===== src/rtl/character_controller.sv =====
// Per-player fighting-game character: walking, three-phase attack and hitstun,
// advanced once per video frame with a clamped horizontal position.
module character_controller #(
    parameter int START_X         = 100,
    parameter int GROUND_Y        = 200,
    parameter int X_MIN           = 0,
    parameter int X_MAX           = 544,
    parameter int SPEED_FWD       = 3,
    parameter int SPEED_BACK      = 2,
    parameter int STARTUP_FRAMES  = 5,
    parameter int ACTIVE_FRAMES   = 2,
    parameter int RECOVERY_FRAMES = 16,
    parameter int HITSTUN_FRAMES  = 15,
    parameter int KNOCKBACK       = 4
) (
    input  logic       clk,
    input  logic       reset,
    input  logic       frame_tick,
    input  logic       btn_left,
    input  logic       btn_right,
    input  logic       btn_attack,
    input  logic       hit_in,
    output logic [9:0] x_pos,
    output logic [9:0] y_pos,
    output logic [2:0] state,
    output logic       attacking
);

    typedef enum logic [2:0] {
        ST_IDLE         = 3'd0,
        ST_MOVE_L       = 3'd1,
        ST_MOVE_R       = 3'd2,
        ST_HITSTUN      = 3'd3,
        ST_ATK_STARTUP  = 3'd4,
        ST_ATK_ACTIVE   = 3'd5,
        ST_ATK_RECOVERY = 3'd6
    } state_e;

    state_e      state_q, state_d;
    logic [3:0]  cnt_q, cnt_d;
    logic [9:0]  x_q, x_d;
    logic        attacking_q, attacking_d;
    logic        hit_pend_q, hit_pend_d;
    logic        atk_prev_q, atk_prev_d;

    logic        hit_eff_s;
    logic        atk_req_s;
    logic        free_s;
    logic signed [10:0] move_s;
    logic signed [10:0] x_sum_s;
    logic [9:0]  x_next_s;

    // State register and all output registers
    always_ff @(posedge clk) begin
        if (reset) begin
            state_q     <= ST_IDLE;
            cnt_q       <= 4'd0;
            x_q         <= 10'(START_X);
            attacking_q <= 1'b0;
            hit_pend_q  <= 1'b0;
            atk_prev_q  <= 1'b0;
        end else begin
            state_q     <= state_d;
            cnt_q       <= cnt_d;
            x_q         <= x_d;
            attacking_q <= attacking_d;
            hit_pend_q  <= hit_pend_d;
            atk_prev_q  <= atk_prev_d;
        end
    end

    // Frame decision: hit, timed-state countdown, then free-state input handling
    always_comb begin
        hit_eff_s   = hit_pend_q | hit_in;
        atk_req_s   = btn_attack & ~atk_prev_q;
        state_d     = state_q;
        cnt_d       = cnt_q;
        x_d         = x_q;
        attacking_d = attacking_q;
        atk_prev_d  = atk_prev_q;
        hit_pend_d  = hit_pend_q | hit_in;
        free_s      = 1'b0;
        if (frame_tick) begin
            // A hit arriving with the tick is consumed by that same tick.
            hit_pend_d = 1'b0;
            atk_prev_d = btn_attack;
            if (hit_eff_s) begin
                state_d = ST_HITSTUN;
                cnt_d   = 4'(HITSTUN_FRAMES - 1);
            end else if (state_q inside {ST_HITSTUN, ST_ATK_STARTUP,
                                         ST_ATK_ACTIVE, ST_ATK_RECOVERY}) begin
                if (cnt_q != 4'd0) begin
                    cnt_d = cnt_q - 4'd1;
                end else begin
                    case (state_q)
                        ST_ATK_STARTUP: begin
                            state_d = ST_ATK_ACTIVE;
                            cnt_d   = 4'(ACTIVE_FRAMES - 1);
                        end
                        ST_ATK_ACTIVE: begin
                            state_d = ST_ATK_RECOVERY;
                            cnt_d   = 4'(RECOVERY_FRAMES - 1);
                        end
                        default: free_s = 1'b1;
                    endcase
                end
            end else begin
                free_s = 1'b1;
            end
            if (free_s) begin
                if (atk_req_s) begin
                    state_d = ST_ATK_STARTUP;
                    cnt_d   = 4'(STARTUP_FRAMES - 1);
                end else if (btn_left ^ btn_right) begin
                    state_d = btn_left ? ST_MOVE_L : ST_MOVE_R;
                end else begin
                    state_d = ST_IDLE;
                end
            end else begin
                free_s = 1'b0;
            end
            x_d         = x_next_s;
            attacking_d = (state_d == ST_ATK_ACTIVE);
        end else begin
            hit_pend_d = hit_pend_q | hit_in;
        end
    end

    // Movement for the newly chosen state, widened to 11-bit signed before clamping
    always_comb begin
        case (state_d)
            ST_MOVE_R:  move_s = 11'(SPEED_FWD);
            ST_MOVE_L:  move_s = -11'(SPEED_BACK);
            ST_HITSTUN: move_s = -11'(KNOCKBACK);
            default:    move_s = 11'sd0;
        endcase
        x_sum_s = $signed({1'b0, x_q}) + move_s;
        if (x_sum_s < $signed(11'(X_MIN))) begin
            x_next_s = 10'(X_MIN);
        end else if (x_sum_s > $signed(11'(X_MAX))) begin
            x_next_s = 10'(X_MAX);
        end else begin
            x_next_s = x_sum_s[9:0];
        end
    end

    assign x_pos     = x_q;
    assign y_pos     = 10'(GROUND_Y);
    assign state     = state_q;
    assign attacking = attacking_q;

endmodule


===== config.mk =====
export PLATFORM = sky130hd
export DESIGN_NAME = character_controller
export DESIGN_NICKNAME = d
export VERILOG_FILES = /design/src/rtl/character_controller.sv
export SDC_FILE = /design/constraint.sdc
export NUM_CORES = 1
export LEC_CHECK = 0
export BUFFER_PORTS_ARGS = -buffer_cell sky130_fd_sc_hd__buf_2
export CORE_UTILIZATION = 25
export DETAILED_ROUTE_END_ITERATION = 6
export RECOVER_POWER = 50
export SETUP_SLACK_MARGIN = 0.5
export SLEW_MARGIN = 20
export SYNTH_ARGS = -nofsm -noshare
export SYNTH_HDL_FRONTEND = slang
export SYNTH_SLANG_ARGS = --single-unit

===== constraint.sdc =====
create_clock -name clk -period 4.4 [get_ports clk]
set_clock_uncertainty 0.15 [all_clocks]
set_input_delay 0.22 -clock clk [delete_from_list [all_inputs] [get_ports clk]]
set_output_delay 0.22 -clock clk [all_outputs]
set_load 0.02 [all_outputs]

Yosys cells after proc, flatten, opt, wreduce, memory -nomap -nowiden
Index checks and enable logic that the tools add are counted.
Word-level totals
  flip-flop bits (word level): 20
Operators by class
  add/sub/neg operators: 2
  magnitude comparators: 2
  equality and inequality tests: 8
  mux-type cells: 24
  bitwise gates (word level): 4
  reduce and logical (&&, ||, !) cells: 4
Operator list (count)
  one-hot mux 11 bit (3 select lines): 1
  two-way mux 3 bit: 7
  two-way mux 10 bit: 2
  two-way mux 4 bit: 5
  == test 3 bit, second input constant: 4
  adder 11 bit: 1
  > comparator 11 bit, second input constant: 1
  < comparator 11 x 1 -> 1 bit, second input constant: 1
  == test 3 x 2 -> 1 bit, second input constant: 3
  one-hot mux 4 bit (2 select lines): 1
  nonzero test 4 bit: 2
  one-hot mux 3 bit (2 select lines): 1
  two-way mux 1 bit: 5
  two-way mux 2 bit: 2
  OR reduction 2 bit: 2
  subtractor 4 x 1 -> 4 bit, second input constant: 1
  == test 3 x 1 -> 1 bit, second input constant: 1
  AND 1 bit: 1
  NOT 1 bit: 1
  bitwise OR 1 bit: 1
  bitwise XOR 1 bit: 1

Logic depth before layout (Yosys ltp)
Gate-level depths: netlist of run 1.
  word-level depth: 16
  gate-level depth with buffers: 19

Worst setup path after synthesis of run 1
OpenSTA, ideal clock, no wires.
  path kind: flip-flop to flip-flop
  start: reg cnt_q[0]
  end: reg x_q[0] (netlist: x_pos[0])
  library setup time: 60 ps
  data arrival time: 3940 ps
  path slack: 250 ps
  stages on the path, launching flop included: 19
  period minus slack after synthesis: 4150 ps
  cell sequence: dfxtp_1 -> inv_1 -> ha_1 -> or3b_1 -> buf_6 -> mux2_4 -> a221oi_2 -> nor2_1 -> a21oi_2 -> xor2_1 -> nand2_1 -> fa_1 -> nand2b_1 -> a2111oi_0 -> nor2_1 -> xor2_1 -> a41oi_1 -> nor4_2 -> a22o_1
On the way
  cells in the longest elaborated chain, start to end: 14
  elaborated cells between the ends (all ways): 20
Ends and longest elaborated chain
  start: declaration: line 40  | logic [3:0] cnt_q, cnt_d;
  start signal: assignment: line 64  | cnt_q <= cnt_d;
  nonzero test 4 bit *: line 92  | if (cnt_q != 4'd0) begin
  two-way mux 1 bit: line 92
  two-way mux 1 bit: line 90  | end else if (state_q inside {ST_HITSTUN, ST_ATK_STARTUP,
  two-way mux 1 bit: line 87  | if (hit_eff_s) begin
  two-way mux 1 bit: line 83  | if (frame_tick) begin
  two-way mux 3 bit *: line 110  | if (free_s) begin
  two-way mux 3 bit * (2 in a row): line 83
  == test 3 x 2 -> 1 bit or == test 3 x 1 -> 1 bit (tied branches): line 131  | case (state_d)
  one-hot mux 11 bit (3 select lines) *: line 131
  adder 11 bit *: line 137  | x_sum_s = $signed({1'b0, x_q}) + move_s;
  > comparator 11 bit: line 140  | end else if (x_sum_s > $signed(11'(X_MAX))) begin
  two-way mux 10 bit: line 140
  two-way mux 10 bit *: line 138  | if (x_sum_s < $signed(11'(X_MIN))) begin
  end signal: assignment: line 58  | x_q <= 10'(START_X);
  end: declaration: line 41  | logic [9:0] x_q, x_d;
Mark *: on every way between the ends. The rest lies on a longest branch, timed or not. The select of a mux whose other input is x is not followed.
A chain may end at the register's enable or synchronous reset.

Worst setup path after layout of run 1
  start: reg cnt_q[0]
  end: reg x_q[4] (netlist: x_pos[4])
Same word-level chain as after synthesis.

==> results.sh, run 1 <==
export IMPL_synth_edf_count=0
export IMPL_vdd_drop_max_mv=0.236
export IMPL_synth_seq_area_share_pct=23.1
export IMPL_setup_tns_ns=0
export IMPL_postRouteAntennaNets=0
export IMPL_rows=29
export IMPL_rsz0062_at_grt="yes"
export IMPL_layout_min_cycle_time_ns=4.17
export IMPL_die_height_um=85.2
export IMPL_path_class="register to register"
export IMPL_via_per_inst=5.07
export IMPL_dr_first_iter_drc_count=62
export IMPL_grt_pass1_wl_mm=7.54
export IMPL_nNetsFinal=269
export IMPL_syn_area_per_cell_um2=8.49
export IMPL_place_gp_congestion=0.867
export IMPL_grt_usage_pct=12.8
export IMPL_fp_dieArea_um2=7260
export IMPL_diodes=0
export IMPL_post_drt_wl_per_cell_um=13.7
export IMPL_die_x_um=85.2
export IMPL_start_util_pct=26.5
export IMPL_synth_cells=204
export IMPL_final_cell_mix="buf_4 (25), nor2_1 (19), dfxtp_1 (18)"
export IMPL_syn2layout_area_growth_pct=29.4
export IMPL_grt_overflow=0
export IMPL_slew_headroom_pct=63.5
export IMPL_endpoint_kind="register"
export IMPL_clk_insertion_delay_late_ns=0.26
export IMPL_worstPathMaxFanout=6
export IMPL_slowest_delay_ns=0.42
export IMPL_drt_drc_violations_left=0
export IMPL_arrival_ns=4.23
export IMPL_root_buffer="clkbuf_8"
export IMPL_h_tree_depth=1
export IMPL_ios=31
export IMPL_final_common_cell="buf_4"
export IMPL_hpwl_mm=3.16
export IMPL_clkTransAtPathRegs_ns=0.08
export IMPL_yosys_most_used_dff="dfxtp_1"
export IMPL_hold_viol_final=0
export IMPL_status="completed"
export IMPL_post_synth_top_area_cell="dfxtp_1"
export IMPL_slowest_stage="or3b_4"
export IMPL_r2r_slack_ns=0.23
export IMPL_p_leak_nw=0.919
export IMPL_cts_buffer_depth=2
export IMPL_antenna_found_initial=0
export IMPL_yosysTopAreaCellShare_pct=23.1
export IMPL_drv_cap=0
export IMPL_dr_pass1_iters=4
export IMPL_hold_class="primary input to register"
export IMPL_start_kind="register"
export IMPL_coreArea_um2=6530
export IMPL_portBuffers=20
export IMPL_drive_gt1_share_pct=32.4
export IMPL_fin_crit_sh_pct=94.8
export IMPL_fill_cells=671
export IMPL_holdBufCountCts=0
export IMPL_route_vias_total=1642
export IMPL_p_per_area_nw_per_um2=384
export IMPL_async_flop_share_pct=0
export IMPL_tritoncts="yes"
export IMPL_grt_max_degree=19
export IMPL_power_w=0.000860
export IMPL_syn_area_um2=1730
export IMPL_drv_slew=0
export IMPL_worstPathCellList="inv_2 > ha_4 > or3b_4 > mux2_4 > a221oi_2 > nor2_1 > a21oi_2 > xor2_1 > and2_1 > ha_4 > a211oi_4 > o211ai_1 > a21o_1 > a211oi_2 > a41oi_2 > nor4_4 > a22o_1"
export IMPL_drt_total_wl_mm=4.44
export IMPL_path_common_cell="ha_4"
export IMPL_cts_sinks=20
export IMPL_required_ns=4.46
export IMPL_yosys_top_cells_area="dfxtp_1 (23%), ha_1 (8.7%), nor2_1 (4.6%), a21oi_1 (4.3%), buf_4 (4.3%)"
export IMPL_yosysUniqueCellTypes=60
export IMPL_grt_pass1_vias=1546
export IMPL_cts_made_buffers=3
export IMPL_ys_warn_count=0
export IMPL_synth_seq_cells=20
export IMPL_setup_viol=0
export IMPL_maxClockFrequency_mhz=240
export IMPL_worst_pin_slew_ns=0.545
## registers in the layout, indices dropped and copies added, names as in the netlist
name,count
x_pos,10
atk_prev_q,1
attacking,1
hit_pend_q,1
state,3
cnt_q,4
## area by class of cell
| type | count | area (um^2) | area share, % |
|---|---|---|---|
| Sequential cell | 20 | 403 | 18.0 |
| Tap cell | 77 | 96.3 | 4.30 |
| Multi-Input combinational cell | 167 | 1370 | 61.1 |
| Inverter | 9 | 33.8 | 1.51 |
| Clock buffer | 3 | 41.3 | 1.84 |
| Timing Repair Buffer | 48 | 298 | 13.3 |
## Yosys cell counts, types with 2 or more instances
| master | instances |
|---|---|
| inv_1 | 9 |
| nand3_1 | 2 |
| o21ai_0 | 6 |
| nand2b_1 | 6 |
| nor2b_1 | 3 |
| o31ai_1 | 6 |
| a31oi_1 | 2 |
| xor2_1 | 7 |
| nand2_1 | 15 |
| buf_6 | 4 |
| o21ai_1 | 2 |
| a22o_1 | 6 |
| a21boi_0 | 2 |
| and2_1 | 2 |
| conb_1 | 2 |
| buf_4 | 10 |
| a211oi_1 | 3 |
| a32oi_1 | 4 |
| a21o_1 | 2 |
| dfxtp_1 | 20 |
| nor2_1 | 21 |
| ha_1 | 12 |
| a21oi_1 | 15 |
| or3_1 | 2 |
| nor3_1 | 3 |
| o41ai_2 | 2 |
| o211ai_1 | 3 |
## worst paths after layout
path	to	from	cells after the start
setup / recovery	x_pos[4]	cnt_q[0]	17
hold / removal	atk_prev_q	btn_attack	3
setup reg to reg	x_pos[4]	cnt_q[0]	17
hold reg to reg	x_pos[7]	x_pos[7]	2
## per-stage QoR
stage,setup slack (ns),hold WS [ns],area (um^2),utilization (%),instances
2_1_floorplan,0.351,0.217,1810,-,212
6_report,0.231,0.0612,2240,34.3,324
3_5_place_dp,-0.130,0.334,1930,29.6,300
4_1_cts,0.250,0.0618,2200,33.7,321
5_1_grt,-0.0288,0.0804,2240,34.3,324
3_3_place_gp,-0.0779,0.317,1930,29.6,300
## power by group
group	switching (W)	internal (W)
registers	0.0000193	0.000200
clock network	0.0000676	0.0000612
logic	0.000278	0.000234
total	0.000365	0.000496
## routing by layer
layer | global-route usage [%] | wire, um | share of wire (%)
met5 | 0 | 0 | 0
met1 | 18.0 | 2250 | 51
met3 | 1.26 | 98 | 2.2
met2 | 21.2 | 2060 | 46
met4 | 3.08 | 27 | 0.61
## kinds of logic (layout without fill, tap and decap cells)
kind of cell | count (synthesis) | in the layout | share of synthesized area (%)
compound gates | 68 | 68 | 31.2
simple gates | 65 | 65 | 19.6
buf+inv | 25 | 60 | 9.39
flops | 20 | 20 | 23.1
fa+ha+maj | 13 | 13 | 9.83
xor+xnor | 9 | 9 | 4.99
other cells | 2 | 10 | 0.434
mux | 2 | 2 | 1.44
## critical path: cells and delay by family (launching register included)
family	cells	cell delay, ns
DFF	1	0.34
adders and majority gates	2	0.34
and+or+nand+nor	4	1.06
xor gates and xnor gates	1	0.18
buffers and inverters	1	0.08
muxes	1	0.32
AOI/OAI and AO/OA	8	1.66
## repair_timing
item | CTS | global route
pin swaps | 12 | 10
endpoints found under the setup margin | 10 | 10
setup buffers | 18 | 3
resized for setup | 19 | 7
Note: power is estimated with default switching activity, not from simulation.
==> run 2, diff against run 1 <==
Settings changed: CORE_UTILIZATION 25 to 44, PLACE_DENSITY set to 0.68.
==> run 2 against run 1 <==
  * Die area is 42% lower
  * Sequential power is 2% higher
  * Clock power rose by 12%
  * Final cell count fell by 5.6%
  * Cell area up 3.9%
  * Combinational power is 2% higher
  * Register-to-register slack got worse by 0.05 ns
  * First-iteration DRC count rose to 2.8 times the previous value
  * Critical path type unchanged
  * Largest power group unchanged
==> results.sh, run 2 (same netlist as run 1, synthesis figures left out) <==
export IMPL_whs_ns=0.0515
export IMPL_grt_max_degree=19
export IMPL_cts_buffer_depth=2
export IMPL_slew_headroom_pct=63.6
export IMPL_grt_pass1_vias=1725
export IMPL_cts_made_buffers=3
export IMPL_arrival_ns=4.28
export IMPL_post_drt_wl_per_cell_um=15.7
export IMPL_worstHoldStart="btn_attack"
export IMPL_via_per_inst=5.60
export IMPL_start_util_pct=46.6
export IMPL_rr_startpoint="cnt_q[1]"
export IMPL_hold_end="atk_prev_q"
export IMPL_syn2layout_area_growth_pct=34.4
export IMPL_route_vias_total=1714
export IMPL_cts_sinks=20
export IMPL_fin_crit_sh_pct=95.8
export IMPL_die_height_um=64.7
export IMPL_drt_drc_violations_left=0
export IMPL_final_common_cell="buf_4"
export IMPL_root_buffer="clkbuf_8"
export IMPL_place_gp_congestion=0.854
export IMPL_rows=22
export IMPL_tritoncts="yes"
export IMPL_dp_cells=270
export IMPL_grt_usage_pct=23.7
export IMPL_r2r_slack_ns=0.18
export IMPL_drv_slew=0
export IMPL_diodes=0
export IMPL_largest_register_ffs=10
export IMPL_drive_gt1_share_pct=37.2
export IMPL_worstPathCellList="inv_2 > ha_4 > or3b_4 > mux2_4 > a221oi_4 > nor2_2 > a21oi_2 > xor2_1 > nand2_1 > fa_2 > nand2b_4 > a2111oi_4 > nor2_2 > xor2_2 > a41oi_2 > nor4_4 > a22o_1"
export IMPL_path_class="register to register"
export IMPL_layout_min_cycle_time_ns=4.22
export IMPL_p_per_area_nw_per_um2=382
export IMPL_drv_cap=0
export IMPL_final_cell_mix="buf_4 (38), nor2_1 (18), dfxtp_1 (18)"
export IMPL_grt_pass1_wl_mm=7.70
export IMPL_required_ns=4.46
export IMPL_r2r_end="x_pos[4]"
export IMPL_setup_ws_ns=0.184
export IMPL_hold_viol_final=0
export IMPL_slowest_stage="or3b_4"
export IMPL_endpoint_kind="register"
export IMPL_rsz0062_at_grt="yes"
export IMPL_dr_pass1_iters=5
export IMPL_start_kind="register"
export IMPL_p_leak_nw=0.962
export IMPL_hold_class="primary input to register"
export IMPL_fp_dieArea_um2=4190
export IMPL_clk_insertion_delay_late_ns=0.27
export IMPL_portBuffers=20
export IMPL_path_delay_family="simple AND/OR/NAND/NOR gates"
export IMPL_postRouteAntennaNets=0
export IMPL_die_x_um=64.7
export IMPL_nNetsFinal=279
export IMPL_worst_pin_slew_ns=0.541
export IMPL_maxClockFrequency_mhz=237
export IMPL_vdd_drop_max_mv=0.225
export IMPL_worstPathMaxFanout=4
export IMPL_drt_total_wl_mm=4.80
export IMPL_coreArea_um2=3720
export IMPL_antenna_found_initial=0
export IMPL_ios=31
export IMPL_fin_cells=306
export IMPL_h_tree_depth=1
export IMPL_setup_viol=0
export IMPL_path_common_cell="nor2_2"
export IMPL_place_ws_ns=-0.0778
export IMPL_status="completed"
export IMPL_clkTransAtPathRegs_ns=0.08
export IMPL_grt_overflow=0
export IMPL_reg2reg_depth=17
export IMPL_slowest_delay_ns=0.41
export IMPL_hpwl_mm=3.04
export IMPL_dr_first_iter_drc_count=173
export IMPL_critPathBufInv=1
export IMPL_hold_depth=3
run 2: cell types whose count changed in the layout (fill, tap and decap cells not counted), sizes merged:
cell	before	now
buf	34	44
clkbuf	17	18
run 2: timing repair:
item	CTS	global route
endpoints found under the setup margin	10	10
resized for setup	18	13
setup buffers	30	2
hold buffers	0	0
pin swaps	21	11
run 2: worst max path at each step:
stage	from	to	slack, ns	cells after the start
after global placement	cnt_q[0]	x_pos[4]	-0.05	17
final	cnt_q[1]	x_pos[4]	0.18	17
after detailed placement	cnt_q[0]	x_pos[4]	-0.08	17
after CTS	cnt_q[1]	x_pos[4]	0.20	17
after global routing	cnt_q[0]	x_pos[4]	0.03	18
after floorplan	cnt_q[1]	x_pos[0]	0.35	18
run 2: layer usage:
layer,part of all wire [%],global-route usage (%),wire length (um),up-vias
li1,-,-,-,839
met1,43,27.7,2050,812
met2,52,41.8,2490,56
met3,3.8,3.35,180,7
met4,1.5,11.9,74,0
met5,0,0,0,-
run 2: cell type report:
cell class / instances / area, um^2
inverter: 9 / 33.8
fill: 331 / 1390
multi-input combinational: 167 / 1410
timing repair buffer: 58 / 368
sequential: 20 / 403
tap: 48 / 60.1
clock buffer: 4 / 55.1
run 2: metrics by stage:
stage / TNS [ns] / total power, W / instance area, um^2 / utilization, %
6_report: 0 / 0.000889 / 2330 / 62.6
5_1_grt: 0 / 0.000940 / 2330 / 62.6
4_1_cts: 0 / 0.000839 / 2250 / 60.7
3_5_place_dp: -0.292 / 0.000583 / 1890 / 50.8
3_3_place_gp: -0.137 / 0.000583 / 1890 / 50.8
2_1_floorplan: 0 / 0.000505 / 1810 / -
run 2: report_power, final:
group	leakage [nW]	internal [W]	switching, W
Sequential	0.165	0.000200	0.0000230
Combinational	0.768	0.000234	0.000287
Clock	0.0288	0.0000799	0.0000641
run 2: worst min-delay path: stages:
cell     delay, ns
buf_2         0.08
mux2i_1       0.06
nor2_1        0.07
